--- src/rtl/osiris_i_pkg.sv ---
// Shared types for the Osiris I data-memory arbiter.
// Holds the arbiter FSM state encoding and the wait-counter width helper.
// No logic lives here.
package osiris_i_pkg;

  typedef enum logic [0:0] {
    S_IDLE = 1'b0,
    S_ACK  = 1'b1
  } dmem_arb_state_t;

  // Width of a counter that must hold 0..max_wait; at least one bit so a
  // zero limit still yields a legal vector.
  function automatic int unsigned dmem_arb_cnt_w(input int unsigned max_wait);
    return (max_wait == 0) ? 1 : $clog2(max_wait + 1);
  endfunction

endpackage

--- src/rtl/dmem_arb_wait_cnt.sv ---
// Saturating host starvation counter for the data-memory arbiter.
// Latency: count updates one cycle after clr/inc; at_max is a decode of the count.
// Backpressure: none; clear wins over increment, and the count never wraps.
module dmem_arb_wait_cnt
  import osiris_i_pkg::*;
#(
  parameter int unsigned MAX_WAIT = 4
) (
  input  logic clk,
  input  logic rst,
  input  logic clr_i,
  input  logic inc_i,
  output logic at_max_o
);

  localparam int unsigned CW = dmem_arb_cnt_w(MAX_WAIT);
  localparam logic [CW-1:0] LIMIT = CW'(MAX_WAIT);

  logic [CW-1:0] cnt_q;
  logic [CW-1:0] cnt_d;

  assign at_max_o = (cnt_q >= LIMIT);

  // Next count: clear on host grant, otherwise count denied cycles up to the limit.
  always_comb begin
    cnt_d = cnt_q;
    if (clr_i) begin
      cnt_d = '0;
    end else if (inc_i && !at_max_o) begin
      cnt_d = cnt_q + 1'b1;
    end
  end

  // Counter register with synchronous reset.
  always_ff @(posedge clk) begin
    if (rst) begin
      cnt_q <= '0;
    end else begin
      cnt_q <= cnt_d;
    end
  end

endmodule

--- src/rtl/dmem_arbiter.sv ---
// Shares one synchronous data-memory port between the core MEM stage and the host port.
// Latency: core read data one cycle after the address; host ack one cycle after the grant.
// Backpressure: core is stalled for exactly the host grant cycle; host holds req until ack.
module dmem_arbiter
  import osiris_i_pkg::*;
#(
  parameter int unsigned DATA_WIDTH = 32,
  parameter int unsigned ADDR_WIDTH = 8,
  parameter int unsigned MAX_WAIT   = 4
) (
  input  logic                  clk,
  input  logic                  rst,
  input  logic                  i_core_req,
  input  logic                  i_core_we,
  input  logic [ADDR_WIDTH-1:0] i_core_addr,
  input  logic [DATA_WIDTH-1:0] i_core_wdata,
  output logic                  o_core_stall,
  output logic                  o_core_rvalid,
  output logic [DATA_WIDTH-1:0] o_core_rdata,
  input  logic                  i_host_req,
  input  logic                  i_host_we,
  input  logic [ADDR_WIDTH-1:0] i_host_addr,
  input  logic [DATA_WIDTH-1:0] i_host_wdata,
  output logic                  o_host_ack,
  output logic [DATA_WIDTH-1:0] o_host_rdata,
  output logic                  o_mem_en,
  output logic                  o_mem_we,
  output logic [ADDR_WIDTH-1:0] o_mem_addr,
  output logic [DATA_WIDTH-1:0] o_mem_wdata,
  input  logic [DATA_WIDTH-1:0] i_mem_rdata
);

  dmem_arb_state_t       state_q, state_d;
  logic                  ack_q;
  logic                  host_we_q;
  logic                  rvalid_q;
  logic [DATA_WIDTH-1:0] host_rdata_q;

  logic in_idle;
  logic at_max;
  logic host_grant;
  logic core_serv;

  // The host is only considered in S_IDLE; in S_ACK its still-held req is ignored.
  assign in_idle    = (state_q == S_IDLE);
  assign host_grant = in_idle && i_host_req && (!i_core_req || at_max);
  assign core_serv  = i_core_req && !host_grant;

  assign o_core_stall  = i_core_req && host_grant;
  assign o_core_rvalid = rvalid_q;
  assign o_core_rdata  = i_mem_rdata;
  assign o_host_ack    = ack_q;
  // Host read data is the memory word during the ack cycle, then the captured copy.
  assign o_host_rdata  = (ack_q && !host_we_q) ? i_mem_rdata : host_rdata_q;

  dmem_arb_wait_cnt #(
    .MAX_WAIT (MAX_WAIT)
  ) u_wait_cnt (
    .clk      (clk),
    .rst      (rst),
    .clr_i    (host_grant),
    .inc_i    (in_idle && i_host_req && core_serv),
    .at_max_o (at_max)
  );

  // Memory port mux: host on grant, else core, else everything parked at zero.
  always_comb begin
    o_mem_en    = 1'b0;
    o_mem_we    = 1'b0;
    o_mem_addr  = '0;
    o_mem_wdata = '0;
    if (host_grant) begin
      o_mem_en    = 1'b1;
      o_mem_we    = i_host_we;
      o_mem_addr  = i_host_addr;
      o_mem_wdata = i_host_wdata;
    end else if (core_serv) begin
      o_mem_en    = 1'b1;
      o_mem_we    = i_core_we;
      o_mem_addr  = i_core_addr;
      o_mem_wdata = i_core_wdata;
    end
  end

  // Next FSM state: a grant always completes in the following cycle.
  always_comb begin
    state_d = state_q;
    case (state_q)
      S_IDLE:  if (host_grant) state_d = S_ACK;
      S_ACK:   state_d = S_IDLE;
      default: state_d = S_IDLE;
    endcase
  end

  // FSM and registered outputs; reset abandons any in-flight host access.
  always_ff @(posedge clk) begin
    if (rst) begin
      state_q      <= S_IDLE;
      ack_q        <= 1'b0;
      host_we_q    <= 1'b0;
      rvalid_q     <= 1'b0;
      host_rdata_q <= '0;
    end else begin
      state_q  <= state_d;
      rvalid_q <= core_serv && !i_core_we;
      case (state_q)
        S_IDLE: begin
          ack_q <= host_grant;
          if (host_grant) begin
            host_we_q <= i_host_we;
          end
        end
        S_ACK: begin
          ack_q <= 1'b0;
          if (!host_we_q) begin
            host_rdata_q <= i_mem_rdata;
          end
        end
        default: begin
          ack_q <= 1'b0;
        end
      endcase
    end
  end

endmodule

--- config.mk ---
export PLATFORM = sky130hd
export DESIGN_NAME = dmem_arbiter
export DESIGN_NICKNAME = d
export VERILOG_FILES = /design/src/rtl/osiris_i_pkg.sv /design/src/rtl/dmem_arb_wait_cnt.sv /design/src/rtl/dmem_arbiter.sv
export SDC_FILE = /design/constraint.sdc
export NUM_CORES = 1
export LEC_CHECK = 0
export CAP_MARGIN = 10
export CORE_ASPECT_RATIO = 1.75
export CORE_UTILIZATION = 30
export CTS_CLUSTER_SIZE = 8
export DETAILED_ROUTE_END_ITERATION = 8
export GPL_TIMING_DRIVEN = 0
export PLACE_DENSITY = 0.82
export SYNTH_ARGS = -nofsm -noshare
export SYNTH_HDL_FRONTEND = slang
export SYNTH_HIERARCHICAL = 1
export SYNTH_SLANG_ARGS = --single-unit
--- constraint.sdc ---
create_clock -name clk -period 2.4 [get_ports clk]
set_input_delay 0.6 -clock clk [delete_from_list [all_inputs] [get_ports clk]]
set_output_delay 0.6 -clock clk [all_outputs]
set_load 0.01 [all_outputs]
==> summary.md <==
| Metric | Value |
|---|---|
| Status | `finished, violations left` |
| Violated checks | `design-rule violations` |
| Synth cell types | `23` |
| Vias in the first global route | `3034` |
| Fraction of layout instances using a drive strength above 1 | `27.7%` |
| GRT Total Usage | `21.3%` |
| Drt initial violations | `75` |
| Fmax | `0.426 GHz` |
| Placement Setup Slack | `-0.864 ns` |
| Register area share after synthesis | `29.8%` |
| Setup crit end kind | `primary output` |
| Worst-path clk slew | `0.06 ns` |
| Synth Register Bits | `38` |
| CTS hold repair buffers | `0` |
| Io pins | `227` |
| Input/output buffers | `225` |
| Syn_area_per_cell | `8.24 sq um` |
| Netlist Area Pre-Place | `2550 sq um` |
| Worst Tran Pin Value | `0.483 ns` |
| Final period util | `97.8%` |
| Drt pass-1 iters | `8` |
| Final Non-Filler Cells | `641` |
| WL final | `9.84 mm` |
| Chip Height | `124 microns` |
| Post-Syn Nets | `430` |
| Layout overhead on the synthesized area | `104%` |
| Pleak | `2.57 nW` |
| Clock latency on the worst-skew pair | `0.28 ns` |
| Synth warnings | `6` |
| Largest net degree at the start of global routing | `13` |
| Total gr overflow | `0` |
| Root buffer selected by CTS | `clkbuf_16` |
| Die X | `71.8 microns` |
| RSZ-0062 raised after global routing | `yes` |
| Final min period | `2.35 ns` |
| Cell count after synthesis | `310` |
| Hpwl dp | `7.69 mm` |
| Final Max Slew Viols | `0` |
| Met1 usage | `22.1%` |
| Antenna viol nets, final | `0` |
| Most frequent CP cell | `clkdlybuf4s50_1` |
| Max-Cap Viols | `0` |
| Total power | `0.00229 W` |
| Global-route wire length before repair | `14.7 mm` |
| H-tree depth | `2` |
| Final Hold Viols | `0` |
| Placed Instances | `627` |
| CTS sink count | `38` |
| PwrDens | `441 nW/um^2` |
| Crit-path cells | `clkdlybuf4s50_1 > buf_4 > clkdlybuf4s50_1` |
| Final setup vio count | `0` |
| Vias | `3071` |
| Remaining DRCs | `1` |
| Most Crowded Layer GR | `met2` |
| Core Region | `8260 sq um` |
| DIE AREA | `8900 sq um` |
| Skew final | `0.00437 ns` |
| CTS Buf Count | `5` |
| Critical Path Source Type | `input pin` |
| Vias per std cell | `4.79` |
| Crit path DAT | `1.75 ns` |
| Critical Path Max Stage Delay | `0.52 ns` |
| Maximum vdd ir drop | `0.425 mV` |
| Setup TNS | `0 ns` |
| M2 GR Usage | `41.5%` |
| Nets | `668` |
| Starting density of the core | `30.9%` |
| Met3 Use GR | `5.18%` |
| Initial antenna violation count | `0` |
| Num rows | `44` |
| Critical Path Slowest Stage Cell | `clkdlybuf4s50_1` |
| Routed len/inst | `15.3 microns` |
| # diodes | `0` |
| Final setup margin | `0.0517 ns` |
| CP required | `1.80 ns` |
| RePlAce Congestion | `0.792` |
| CP Class | `input pin to primary output` |
| CTS tree | `built` |
| Worst rel slew slack | `67.8%` |
| Buffers from clock root to sink, at most | `2` |
| Worst-path fanout max | `2` |
| Worst min path class | `flip-flop to flip-flop` |
-- worst max-delay path, delay by kind of cell --
kind | cells | cell delay, ns
buf+inv | 3 | 1.15
-- what timing repair did --
item | CTS | global route
gates cloned | 3 | 0
endpoints found under the setup margin | 75 | 47
pin swaps | 2 | 1
buffers inserted | 4 | 0
gates resized for setup | 235 | 44
-- per-layer routing --
metal  routed length (microns)  part of all wire (%)
met4                       148                   1.5
met1                      3450                    35
met2                      5540                    56
met5                         0                     0
met3                       705                   7.2
-- cells in the mapped netlist (all sizes together) --
cell    number  area (sq um)
buf         44           325
nand2       43           164
o21ai       42           210
nand3       41           205
dfxtp       38           761
nor2b       36           240
mux2        32           473
clkbuf      15          56.3
inv          4          15.0
nor2         3          11.3
nor3         3          15.0
a21oi        2          10.0
ha           2          25.0
nand2b       2          12.5
mux2i        1          10.0
nor4         1          12.5
xnor2        1          8.76
-- path summary, 6_finish.rpt --
path	start	end	slack, ns	cells after the start
worst max-delay path	i_mem_rdata[1]	o_core_rdata[1]	0.05	3
worst max register to register	u_wait_cnt/cnt_q[2]	u_wait_cnt/cnt_q[1]	0.73	8
worst min-delay path	host_we_q	host_we_q	0.52	2
worst min register to register	host_we_q	host_we_q	0.52	2
-- stage by stage --
step                util (%)  instance area [sq um]  hold slack [ns]
floorplan                  -                   2550            0.489
global route            63.0                   5200            0.578
finish                  63.0                   5200            0.524
global placement        59.6                   4920            0.511
CTS                     62.6                   5170            0.525
detailed placement      59.6                   4920            0.513
-- layout by cell type (no fill, tap or decap) --
cell and n:
a21oi_1 2, buf_12 2, buf_2 36, buf_4 37
buf_6 9, buf_8 2, bufinv_16 2, clkbuf_1 7
clkbuf_16 5, clkbuf_2 2, clkbuf_4 1, clkbuf_8 5
clkdlybuf4s15_1 1, clkdlybuf4s15_2 6, clkdlybuf4s50_1 150, dfxtp_1 36
dfxtp_2 1, dfxtp_4 1, dlygate4sd2_1 15, dlymetal6s2s_1 18
ha_1 2, inv_1 3, inv_8 1, mux2_2 2
mux2_4 30, mux2i_1 1, nand2_1 42, nand2_4 1
nand2b_1 2, nand3_1 41, nor2_1 3, nor2b_1 33
nor2b_4 3, nor3_1 3, nor4_2 1, o21ai_0 25
o21ai_1 12, o21ai_2 4, o21ai_4 1, xnor2_1 1
-- cells by family after synthesis --
logic type | share of synthesized area, %
simple gates | 25.9
buf+inv | 15.5
compound gates | 8.62
xor+xnor | 0.343
flops | 29.8
fa+ha+maj | 0.979
mux | 18.9
-- sequential cells by signal (all words and copies together), names as in the netlist --
signal	flops
state_q	1
u_wait_cnt/cnt_q	3
host_we_q	1
o_core_rvalid	1
host_rdata_q	32
-- report_power, final --
group / switching (W) / internal (W) / leakage (nW)
clock network: 0.000253 / 0.000624 / 0.0971
registers: 0.00000812 / 0.000651 / 0.310
logic: 0.000298 / 0.000461 / 2.16
-- area by class of cell --
class                           count  area, sq um
Clock buffer                        6          139
Multi-Input combinational cell    209         1440
Sequential cell                    38          766
Timing Repair Buffer              232         2180
Inverter                            4         22.5
Fill cell                         684         3060
Tap cell                           92          115
Buffer                             58          479
Clock inverter                      2         60.1
Power figures use the tool's default switching activity.
